$ cat config.mk
export PLATFORM = sky130hd
export DESIGN_NAME = obi_data_protocol_monitor
export DESIGN_NICKNAME = d
export VERILOG_FILES = /design/src/rtl/obi_mon_pkg.sv /design/src/rtl/obi_txn_fifo.sv /design/src/rtl/obi_data_protocol_monitor.sv
export SDC_FILE = /design/constraint.sdc
export NUM_CORES = 1
export LEC_CHECK = 0
export CORE_MARGIN = 2
export CORE_UTILIZATION = 48
export DETAILED_ROUTE_END_ITERATION = 10
export PLACE_DENSITY = 0.83
export SYNTH_ARGS = -nofsm -noshare
export SYNTH_HDL_FRONTEND = slang
export SYNTH_HIERARCHICAL = 1
export SYNTH_SLANG_ARGS = --single-unit
$ cat constraint.sdc
create_clock -name clk -period 7.15 [get_ports clk]
set_clock_uncertainty 0.2 [all_clocks]
set_input_delay 1.0725 -clock clk [delete_from_list [all_inputs] [get_ports clk]]
set_output_delay 1.0725 -clock clk [all_outputs]
set_load 0.03 [all_outputs]
$ cat src/rtl/obi_mon_pkg.sv
// Shared types and helpers for the OBI data-port protocol monitor.
// Provides the error-bit index map, the stored transaction record, the
// request-FSM state encoding and two small combinational helpers.
package obi_mon_pkg;

    // Widths of the stored transaction record. The monitor's ADDR_W/DATA_W
    // parameters must not exceed these; narrower buses are zero-extended.
    localparam int OBI_ADDR_W = 32;
    localparam int OBI_DATA_W = 32;
    localparam int OBI_BE_W   = OBI_DATA_W / 8;

    localparam int ERR_W = 7;

    typedef enum logic [2:0] {
        ERR_REQ_DROP     = 3'd0,
        ERR_REQ_UNSTABLE = 3'd1,
        ERR_GNT_TMO      = 3'd2,
        ERR_RVLD_ORPHAN  = 3'd3,
        ERR_OUTST_OVF    = 3'd4,
        ERR_BE_ILLEGAL   = 3'd5,
        ERR_RVLD_TMO     = 3'd6
    } err_idx_e;

    typedef enum logic [0:0] {
        REQ_IDLE = 1'b0,
        REQ_WAIT = 1'b1
    } req_state_e;

    typedef struct packed {
        logic [OBI_ADDR_W-1:0] addr;
        logic                  we;
        logic [OBI_BE_W-1:0]   be;
        logic [OBI_DATA_W-1:0] wdata;
    } txn_t;

    // Byte enables are legal when non-zero and forming one contiguous run.
    function automatic logic be_legal(input logic [OBI_BE_W-1:0] be);
        logic [3:0] runs;
        logic       prev;
        runs = 4'd0;
        prev = 1'b0;
        for (int i = 0; i < OBI_BE_W; i++) begin
            if (be[i] && !prev) begin
                runs = runs + 4'd1;
            end else begin
                runs = runs;
            end
            prev = be[i];
        end
        return (runs == 4'd1);
    endfunction

    // A waiting request must keep its attributes; wdata only matters for writes.
    function automatic logic txn_differs(input txn_t held, input txn_t cur);
        return (held.addr != cur.addr) || (held.we != cur.we) || (held.be != cur.be) ||
               (cur.we && (held.wdata != cur.wdata));
    endfunction

endpackage

$ cat src/rtl/obi_txn_fifo.sv
// In-order circular buffer of outstanding OBI transactions.
// Ports: clk/rst (async active-high), push/wdata enqueue, pop dequeues the
// head, head shows the oldest entry, count/full/empty report occupancy.
// A push while full is accepted only when a pop happens in the same cycle.
module obi_txn_fifo
    import obi_mon_pkg::*;
#(
    parameter int DEPTH = 2,
    localparam int CNT_W = $clog2(DEPTH + 1),
    localparam int PTR_W = (DEPTH > 1) ? $clog2(DEPTH) : 1
) (
    input  logic             clk,
    input  logic             rst,
    input  logic             push,
    input  txn_t             wdata,
    input  logic             pop,
    output txn_t             head,
    output logic [CNT_W-1:0] count,
    output logic             full,
    output logic             empty
);

    txn_t             mem_r [DEPTH];
    logic [PTR_W-1:0] wr_ptr_r;
    logic [PTR_W-1:0] rd_ptr_r;
    logic [CNT_W-1:0] count_r;
    logic             do_push_s;
    logic             do_pop_s;

    assign full      = (count_r == CNT_W'(DEPTH));
    assign empty     = (count_r == '0);
    assign do_pop_s  = pop & ~empty;
    assign do_push_s = push & (~full | do_pop_s);
    assign head      = mem_r[rd_ptr_r];
    assign count     = count_r;

    // Entry storage; payload only, so no reset is needed.
    always_ff @(posedge clk) begin
        if (do_push_s) begin
            mem_r[wr_ptr_r] <= wdata;
        end
    end

    // Wrapping pointers and occupancy count.
    always_ff @(posedge clk or posedge rst) begin
        if (rst) begin
            wr_ptr_r <= '0;
            rd_ptr_r <= '0;
            count_r  <= '0;
        end else begin
            if (do_push_s) begin
                wr_ptr_r <= (wr_ptr_r == PTR_W'(DEPTH - 1)) ? '0 : wr_ptr_r + PTR_W'(1);
            end
            if (do_pop_s) begin
                rd_ptr_r <= (rd_ptr_r == PTR_W'(DEPTH - 1)) ? '0 : rd_ptr_r + PTR_W'(1);
            end
            case ({do_push_s, do_pop_s})
                2'b10:   count_r <= count_r + CNT_W'(1);
                2'b01:   count_r <= count_r - CNT_W'(1);
                default: count_r <= count_r;
            endcase
        end
    end

endmodule

$ cat src/rtl/obi_data_protocol_monitor.sv
// Passive protocol monitor for the core's OBI data port (req/gnt/rvalid).
// Inputs: the full request/response bus plus err_clr. Outputs:
//   err_pulse  - violations detected in the previous cycle (registered, 1 cycle)
//   err_sticky - accumulated violations, cleared by err_clr (clear wins)
//   outst_cnt  - granted transactions still awaiting rvalid
//   cmp_*      - completed transaction, strobed the cycle after its rvalid
//   rd_cnt/wr_cnt - saturating completion counters
// Error bits: 0 req drop, 1 req unstable, 2 gnt timeout, 3 orphan rvalid,
// 4 outstanding overflow, 5 illegal be, 6 rvalid timeout.
module obi_data_protocol_monitor
    import obi_mon_pkg::*;
#(
    parameter int ADDR_W    = 32,
    parameter int DATA_W    = 32,
    parameter int MAX_OUTST = 2,
    parameter int GNT_TMO   = 16,
    parameter int RVLD_TMO  = 32,
    parameter int CNT_W     = 32,
    localparam int BE_W     = DATA_W / 8,
    localparam int OC_W     = $clog2(MAX_OUTST + 1)
) (
    input  logic              clk,
    input  logic              rst,
    input  logic              data_req_o,
    input  logic              data_gnt_i,
    input  logic [ADDR_W-1:0] data_addr_o,
    input  logic              data_we_o,
    input  logic [BE_W-1:0]   data_be_o,
    input  logic [DATA_W-1:0] data_wdata_o,
    input  logic              data_rvalid_i,
    input  logic [DATA_W-1:0] data_rdata_i,
    input  logic              err_clr,
    output logic [ERR_W-1:0]  err_sticky,
    output logic [ERR_W-1:0]  err_pulse,
    output logic [OC_W-1:0]   outst_cnt,
    output logic              cmp_valid,
    output logic [ADDR_W-1:0] cmp_addr,
    output logic              cmp_we,
    output logic [BE_W-1:0]   cmp_be,
    output logic [DATA_W-1:0] cmp_data,
    output logic [CNT_W-1:0]  rd_cnt,
    output logic [CNT_W-1:0]  wr_cnt
);

    // Counters run one past their limit so the limit is hit exactly once.
    localparam int WC_W = $clog2(GNT_TMO + 2);
    localparam int AC_W = $clog2(RVLD_TMO + 2);

    txn_t             req_txn_s;
    txn_t             head_s;
    txn_t             hold_r;
    txn_t             hold_nxt_s;
    req_state_e       state_r;
    req_state_e       state_nxt_s;
    logic [WC_W-1:0]  wait_cnt_r;
    logic [WC_W-1:0]  cur_wait_s;
    logic [AC_W-1:0]  age_r;
    logic [AC_W-1:0]  cur_age_s;
    logic [OC_W-1:0]  fifo_cnt_s;
    logic             fifo_full_s;
    logic             fifo_empty_s;
    logic             accept_s;
    logic             pop_s;
    logic             push_s;
    logic             drop_s;
    logic             unstable_s;
    logic [ERR_W-1:0] err_det_s;

    logic [ERR_W-1:0]  err_sticky_r;
    logic [ERR_W-1:0]  err_pulse_r;
    logic              cmp_valid_r;
    logic [ADDR_W-1:0] cmp_addr_r;
    logic              cmp_we_r;
    logic [BE_W-1:0]   cmp_be_r;
    logic [DATA_W-1:0] cmp_data_r;
    logic [CNT_W-1:0]  rd_cnt_r;
    logic [CNT_W-1:0]  wr_cnt_r;

    assign req_txn_s.addr  = OBI_ADDR_W'(data_addr_o);
    assign req_txn_s.we    = data_we_o;
    assign req_txn_s.be    = OBI_BE_W'(data_be_o);
    assign req_txn_s.wdata = OBI_DATA_W'(data_wdata_o);

    assign accept_s = data_req_o & data_gnt_i;
    // rvalid is matched only against entries granted in earlier cycles.
    assign pop_s    = data_rvalid_i & ~fifo_empty_s;
    assign push_s   = accept_s & (~fifo_full_s | pop_s);

    obi_txn_fifo #(.DEPTH(MAX_OUTST)) u_fifo (
        .clk   (clk),
        .rst   (rst),
        .push  (push_s),
        .wdata (req_txn_s),
        .pop   (pop_s),
        .head  (head_s),
        .count (fifo_cnt_s),
        .full  (fifo_full_s),
        .empty (fifo_empty_s)
    );

    // Request FSM next state, hold capture and wait-cycle counting.
    always_comb begin
        state_nxt_s = state_r;
        hold_nxt_s  = hold_r;
        cur_wait_s  = '0;
        drop_s      = 1'b0;
        unstable_s  = 1'b0;
        case (state_r)
            REQ_IDLE: begin
                if (data_req_o && !data_gnt_i) begin
                    state_nxt_s = REQ_WAIT;
                    hold_nxt_s  = req_txn_s;
                    cur_wait_s  = WC_W'(1);
                end else begin
                    state_nxt_s = REQ_IDLE;
                end
            end
            REQ_WAIT: begin
                if (!data_req_o) begin
                    drop_s      = 1'b1;
                    state_nxt_s = REQ_IDLE;
                end else begin
                    unstable_s = txn_differs(hold_r, req_txn_s);
                    if (data_gnt_i) begin
                        state_nxt_s = REQ_IDLE;
                    end else begin
                        cur_wait_s = wait_cnt_r + WC_W'(1);
                    end
                end
            end
            default: begin
                state_nxt_s = REQ_IDLE;
            end
        endcase
    end

    // Age of the head entry; cleared by a pop or an empty queue.
    always_comb begin
        if (pop_s || fifo_empty_s) begin
            cur_age_s = '0;
        end else begin
            cur_age_s = age_r + AC_W'(1);
        end
    end

    // Violations detected in the current cycle.
    always_comb begin
        err_det_s                   = '0;
        err_det_s[ERR_REQ_DROP]     = drop_s;
        err_det_s[ERR_REQ_UNSTABLE] = unstable_s;
        err_det_s[ERR_GNT_TMO]      = (cur_wait_s == WC_W'(GNT_TMO));
        err_det_s[ERR_RVLD_ORPHAN]  = data_rvalid_i & fifo_empty_s;
        err_det_s[ERR_OUTST_OVF]    = accept_s & fifo_full_s & ~pop_s;
        err_det_s[ERR_BE_ILLEGAL]   = data_req_o & ~be_legal(OBI_BE_W'(data_be_o));
        err_det_s[ERR_RVLD_TMO]     = (cur_age_s == AC_W'(RVLD_TMO));
    end

    // FSM state, hold register and saturating timers.
    always_ff @(posedge clk or posedge rst) begin
        if (rst) begin
            state_r    <= REQ_IDLE;
            hold_r     <= '0;
            wait_cnt_r <= '0;
            age_r      <= '0;
        end else begin
            state_r    <= state_nxt_s;
            hold_r     <= hold_nxt_s;
            wait_cnt_r <= (cur_wait_s > WC_W'(GNT_TMO)) ? WC_W'(GNT_TMO) : cur_wait_s;
            age_r      <= (cur_age_s > AC_W'(RVLD_TMO)) ? AC_W'(RVLD_TMO) : cur_age_s;
        end
    end

    // Error pulse and sticky vectors; a clear beats a same-cycle set.
    always_ff @(posedge clk or posedge rst) begin
        if (rst) begin
            err_pulse_r  <= '0;
            err_sticky_r <= '0;
        end else begin
            err_pulse_r  <= err_det_s;
            err_sticky_r <= err_clr ? '0 : (err_sticky_r | err_det_s);
        end
    end

    // Completion record and saturating read/write counters.
    always_ff @(posedge clk or posedge rst) begin
        if (rst) begin
            cmp_valid_r <= 1'b0;
            cmp_addr_r  <= '0;
            cmp_we_r    <= 1'b0;
            cmp_be_r    <= '0;
            cmp_data_r  <= '0;
            rd_cnt_r    <= '0;
            wr_cnt_r    <= '0;
        end else begin
            cmp_valid_r <= pop_s;
            if (pop_s) begin
                cmp_addr_r <= head_s.addr[ADDR_W-1:0];
                cmp_we_r   <= head_s.we;
                cmp_be_r   <= head_s.be[BE_W-1:0];
                cmp_data_r <= head_s.we ? head_s.wdata[DATA_W-1:0] : data_rdata_i;
                if (head_s.we && (wr_cnt_r != '1)) begin
                    wr_cnt_r <= wr_cnt_r + CNT_W'(1);
                end else if (!head_s.we && (rd_cnt_r != '1)) begin
                    rd_cnt_r <= rd_cnt_r + CNT_W'(1);
                end else begin
                    wr_cnt_r <= wr_cnt_r;
                end
            end
        end
    end

    assign err_sticky = err_sticky_r;
    assign err_pulse  = err_pulse_r;
    assign outst_cnt  = fifo_cnt_s;
    assign cmp_valid  = cmp_valid_r;
    assign cmp_addr   = cmp_addr_r;
    assign cmp_we     = cmp_we_r;
    assign cmp_be     = cmp_be_r;
    assign cmp_data   = cmp_data_r;
    assign rd_cnt     = rd_cnt_r;
    assign wr_cnt     = wr_cnt_r;

endmodule

======== After elaboration in Yosys (flattened, before gate mapping) ========
Memories as Yosys holds them, arrays and structs flattened.
Index checks and enable logic that the tools add are counted.
Widths: inputs -> output; s select.
word-level totals
  flip-flop bits (word level) ............. 233
  memory bits (writable) .................. 138
  input port bits ......................... 107
  output and inout port bits .............. 150
  word-level logic and storage cells ...... 110
  memories ................................ 1
memory list
  memory        depth  width  rd ports  clocked after Yosys merged registers in  write ports  line                source
  u_fifo.mem_r  2      69     1         0                                        1            obi_txn_fifo.sv:23  txn_t mem_r [DEPTH];
cells by class
  $add $sub $neg .......................... 11
  $lt $le $gt $ge ......................... 2
  eq/ne operators ......................... 12
  mux-type cells .......................... 26
  bitwise logic cells ..................... 18
  reduce and logical (&&, ||, !) cells .... 21
operators by type and width
  cell                   number
  $add 32x1->32 const B  2
  $ne 32x32->1           2
  $ne 32x32->1 const B   2
  $mux 32                1
  $mux 5                 3
  $mux 1                 13
  $add 4x1->4 const B    3
  $mux 4                 3
  $mux 6                 2
  $pmux 5 s2             1
  $and 1x1->1            9
  $logic_and 1x1->1      7
  $mux 7                 1
  $or 7x7->7             1
  $add 6x1->6 const B    1
  $eq 6x6->1 const B     1
  $gt 6x6->1 const B     1
  $not 1->1              6
  $add 5x1->5 const B    1
  $eq 5x5->1 const B     1
  $gt 5x5->1 const B     1
  $logic_not 1->1        5
  $eq 2x2->1 const B     2
  $eq 4x1->1 const B     1
  other kinds (14)       20

======== Logic depth before layout (Yosys ltp) ========
  word-level depth ........................ 12
  mapped depth ............................ 10

======== Hierarchy ========
Netlist, hierarchy kept.
by module, submodules not included
  module                     times used  cells an instance  area an instance (µm²)
  obi_data_protocol_monitor  1           908                10376.2
  obi_txn_fifo               1           240                5187.5

======== Worst setup path before layout ========
OpenSTA, ideal clock, no wires.
  path type ............................... input port to flip-flop
  start ................................... in data_rvalid_i
  end ..................................... mem u_fifo/mem_r[0][0] (netlist bit) (enable)
  library setup time ...................... 0.497 ns
  arrival time ............................ 5.048 ns
  path slack .............................. 1.406 ns
  cell stages on the path ................. 7
  cells stage by stage .................... nand2b_1 inv_1 clkbuf_1 buf_1 or3b_1 nand2_2 nor2_1
on the way
  word-level cells in the longest chain between the ends .. 6
  elaborated cells between the ends (all ways) .. 8
  classes of those cells .................. mux: 2; bitwise: 6
RTL lines
  item                                              line                                                 source
  from (decl)                                       obi_data_protocol_monitor.sv:30                      input logic data_rvalid_i,
  $and 1x1->1 *                                     obi_data_protocol_monitor.sv:86                      assign pop_s = data_rvalid_i & ~fifo_empty_s;
  net pop_s                                         obi_data_protocol_monitor.sv:63                      logic pop_s;
  $or 1x1->1 / $and 1x1->1 (equally long branches)  obi_data_protocol_monitor.sv:87, obi_txn_fifo.sv:32
  $and 1x1->1 / $or 1x1->1 (equally long branches)  obi_data_protocol_monitor.sv:87, obi_txn_fifo.sv:33
  $and 1x1->1 *                                     obi_txn_fifo.sv:33                                   assign do_push_s = push & (~full | do_pop_s);
  $mux 1 *                                          obi_txn_fifo.sv:39                                   if (do_push_s) begin
  $mux 1 (not written as such) *                    obi_txn_fifo.sv:40                                   mem_r[wr_ptr_r] <= wdata;
  to (decl)                                         obi_txn_fifo.sv:23
Mark *: on every way through the listed nets, which the timed path passes. The rest lies on a longest branch.

======== Worst setup path in the final report ========
  start ................................... in data_rvalid_i
  end ..................................... reg wr_cnt_r[30] (netlist: wr_cnt[30])
on the way
  word-level cells in the longest chain between the ends .. 2
RTL lines
  item                        line                              source
  $and 1x1->1                 obi_data_protocol_monitor.sv:86
  $reduce_and 2->1 (no line)  --
  to (signal assigned)        obi_data_protocol_monitor.sv:202  wr_cnt_r <= wr_cnt_r + CNT_W'(1);
  to (signal assigned)        obi_data_protocol_monitor.sv:206  wr_cnt_r <= wr_cnt_r;
  to (decl)                   obi_data_protocol_monitor.sv:77   logic [CNT_W-1:0] wr_cnt_r;
No other way between the ends.
A chain may end at the register's enable or synchronous reset.

==> results_dict.tcl <==
set metrics [dict create \
    p_leak_nw 8.00 \
    cts_buffer_depth 3 \
    die_w_um 184 \
    synth_seq_area_share_pct 64.1 \
    required_ns 7.35 \
    gr-total-overflow 0 \
    synth_area_leader_cell "dfrtp_1" \
    power.density_nw_per_um2 353 \
    finalNonFillerCells 1844 \
    async_flop_share_pct 62.8 \
    grt_usage_pct 20.2 \
    clock.fmax_mhz 241 \
    place_ws_ns 2.42 \
    outcome "finished, final reports clean" \
    reg2reg_depth 8 \
    initial_core_util_pct 49.1 \
    routed_wl_um 34200 \
    finalHoldViolations 0 \
    syn_inst 1148 \
    slew_headroom_pct 28.0 \
    vias 9761 \
    ioPinCount 257 \
    cts_buffers 39 \
    use_met2_pct 34.0 \
    grt_util_met1_pct 26.9 \
    cts_resized 0 \
    critPathLaunchType "primary input" \
    drv_cap 0 \
    clock_latency_ns 0.53 \
    wl_per_cell_um 18.5 \
    dp_hpwl_um 23000 \
    worstHoldPathCells 1 \
    area_growth_pct 27.2 \
    fin_crit_ns 4.14 \
    synth_top_area_share_pct 37.5 \
    nNetsFinal 1522 \
    fin_crit_sh_pct 57.9 \
    worst_slew_pin_slew_ns 1.08 \
    critPathKind "in2reg" \
    synthFlopType "dfrtp_1" \
    dp.cells 1771 \
    num_rows 65 \
    final_common_cell "clkdlybuf4s50_1" \
    drt_iter0_drc 577 \
    worst_slack_ns 3.01 \
    synth-edff-count 138 \
    ys_types 57 \
    die_h_um 184 \
    antenna_found_initial 1 \
    finalMaxSlewViolations 0 \
    viasPerCell 5.29 \
    cts_tree "yes" \
    busiest_layer "met2" \
    htree_levels 2 \
    crit_arrival_ns 4.34 \
    io_buffers 256 \
    antenna_left 0 \
    post-route-drc-count 0 \
    gr-usage-met3_pct 3.88 \
    ys_top_cells_by_area "dfrtp_1, edfxtp_1, mux2_2" \
    grt_max_degree 110 \
    cts_hold_buffers 0 \
    grt_pass1_wl_um 54000 \
    syn_nets 1260 \
    ys_ff_latch 371 \
    finalSetupViolCount 0 \
    path_clk_slew_ns 0.06 \
    end_kind "flop" \
    die-area_um2 33900 \
    yosys_warnings 6 \
    syn_area_um2 15600 \
    crit_path_max_fanout 104 \
    grt_pass1_vias 10100 \
    final_cell_mix "clkdlybuf4s50_1, dfrtp_1, nand2_1" \
    fin_setup_tns_ns 0 \
    rsz0062_at_grt "no" \
    cts.sink_count 371 \
    root_buffer "clkbuf_16" \
    gp_congestion 0.852 \
    drive_gt1_share_pct 15.8 \
    hold_path_class "reg2reg" \
    drtPass1Iterations 5 \
    core-area_um2 31700 \
    cts_setup_buffers 0 \
    syn_area_per_cell_um2 13.6 \
    ir_drop_uv 314 \
]
worst max-delay path, cell delays in order:
cell and delay (ns):
clkdlybuf4s50_1 0.60, nand2b_4 0.58, inv_1 0.24, buf_4 0.45
nand2_1 0.29, nor4_2 0.69, nand4_1 0.21, xnor2_1 0.18
final timing paths:
path	from	to	slack (ns)
max in group asynchronous	rst	cmp_data[19]	4.31
max reg2reg	u_fifo/count[0]	wr_cnt[30]	3.45
min	wait_cnt_r[4]	wait_cnt_r[2]	0.26
max	data_rvalid_i	wr_cnt[30]	3.01
min reg2reg	wait_cnt_r[4]	wait_cnt_r[2]	0.26
min in group asynchronous	rst	u_fifo/count[1]	0.63
synth_stat cells (3+ instances only):
cell        n
dfrtp_1   233
nand2_1   170
mux2_2    139
edfxtp_1  138
xor2_1     70
xnor2_1    69
o21ai_0    34
nand4_1    33
mux2i_1    32
nand3_1    30
nor2_1     20
clkbuf_1   18
buf_2      17
nor4_1     17
a21oi_1    12
and3_1     12
and4_1     12
inv_1      11
nor3_1      8
and2_1      7
buf_1       5
ha_1        5
nor3b_1     4
a211oi_1    3
nand2b_1    3
nor2b_1     3
nor4_4      3
o21ba_2     3
or2_2       3
metal layers:
metal,vias to the layer above,routed length [um]
met3,56,1830
met2,247,16600
met5,-,0
li1,4614,-
met1,4844,14900
met4,0,918
metrics by stage:
| step | hold WS (ns) | utilization [%] | cell area (um2) | total power, mW |
|---|---|---|---|---|
| after floorplan | 0.229 | - | 15600 | 4.25 |
| after global placement | 0.240 | 58.5 | 18500 | 5.01 |
| after detailed placement | 0.257 | 58.5 | 18500 | 5.09 |
| after CTS | 0.263 | 62.4 | 19800 | 7.07 |
| after global routing | 0.281 | 62.4 | 19800 | 7.33 |
| final | 0.262 | 62.4 | 19800 | 6.99 |
sequential cells by signal, indices dropped and copies added (netlist names):
| name | cells |
|---|---|
| u_fifo/mem_r | 138 |
| u_fifo/count | 2 |
| age_r | 6 |
| hold_r | 69 |
| cmp_valid | 1 |
| cmp_we | 1 |
| wait_cnt_r | 5 |
| u_fifo/wr_ptr_r | 1 |
| cmp_data | 32 |
| rd_cnt | 32 |
| u_fifo/rd_ptr_r | 1 |
| err_sticky | 7 |
| cmp_addr | 32 |
| wr_cnt | 32 |
| state_r | 1 |
| err_pulse | 7 |
| cmp_be | 4 |
cells by family after synthesis:
kind of cell	after synthesis	share of synthesized area [%]
buf+inv	52	1.41
fa+ha+maj	5	0.402
compound gates	65	2.63
simple gates	344	11.4
flops	371	64.1
mux	172	12.2
xor+xnor	139	7.82
final cells by class:
| cell class | count | area, um2 |
|---|---|---|
| antenna | 1 | 2.50 |
| clock buffer | 53 | 1050 |
| clock inverter | 19 | 203 |
| fill | 2363 | 11900 |
| inverter | 11 | 45.0 |
| multi-input combinational | 725 | 5400 |
| sequential | 371 | 9980 |
| tap | 402 | 503 |
| timing repair buffer | 262 | 2620 |
power breakdown:
part	internal (mW)	switching (mW)
clock network	1.15	0.808
logic	0.909	1.16
registers	2.65	0.314
Note: power is estimated with default switching activity, not from simulation.
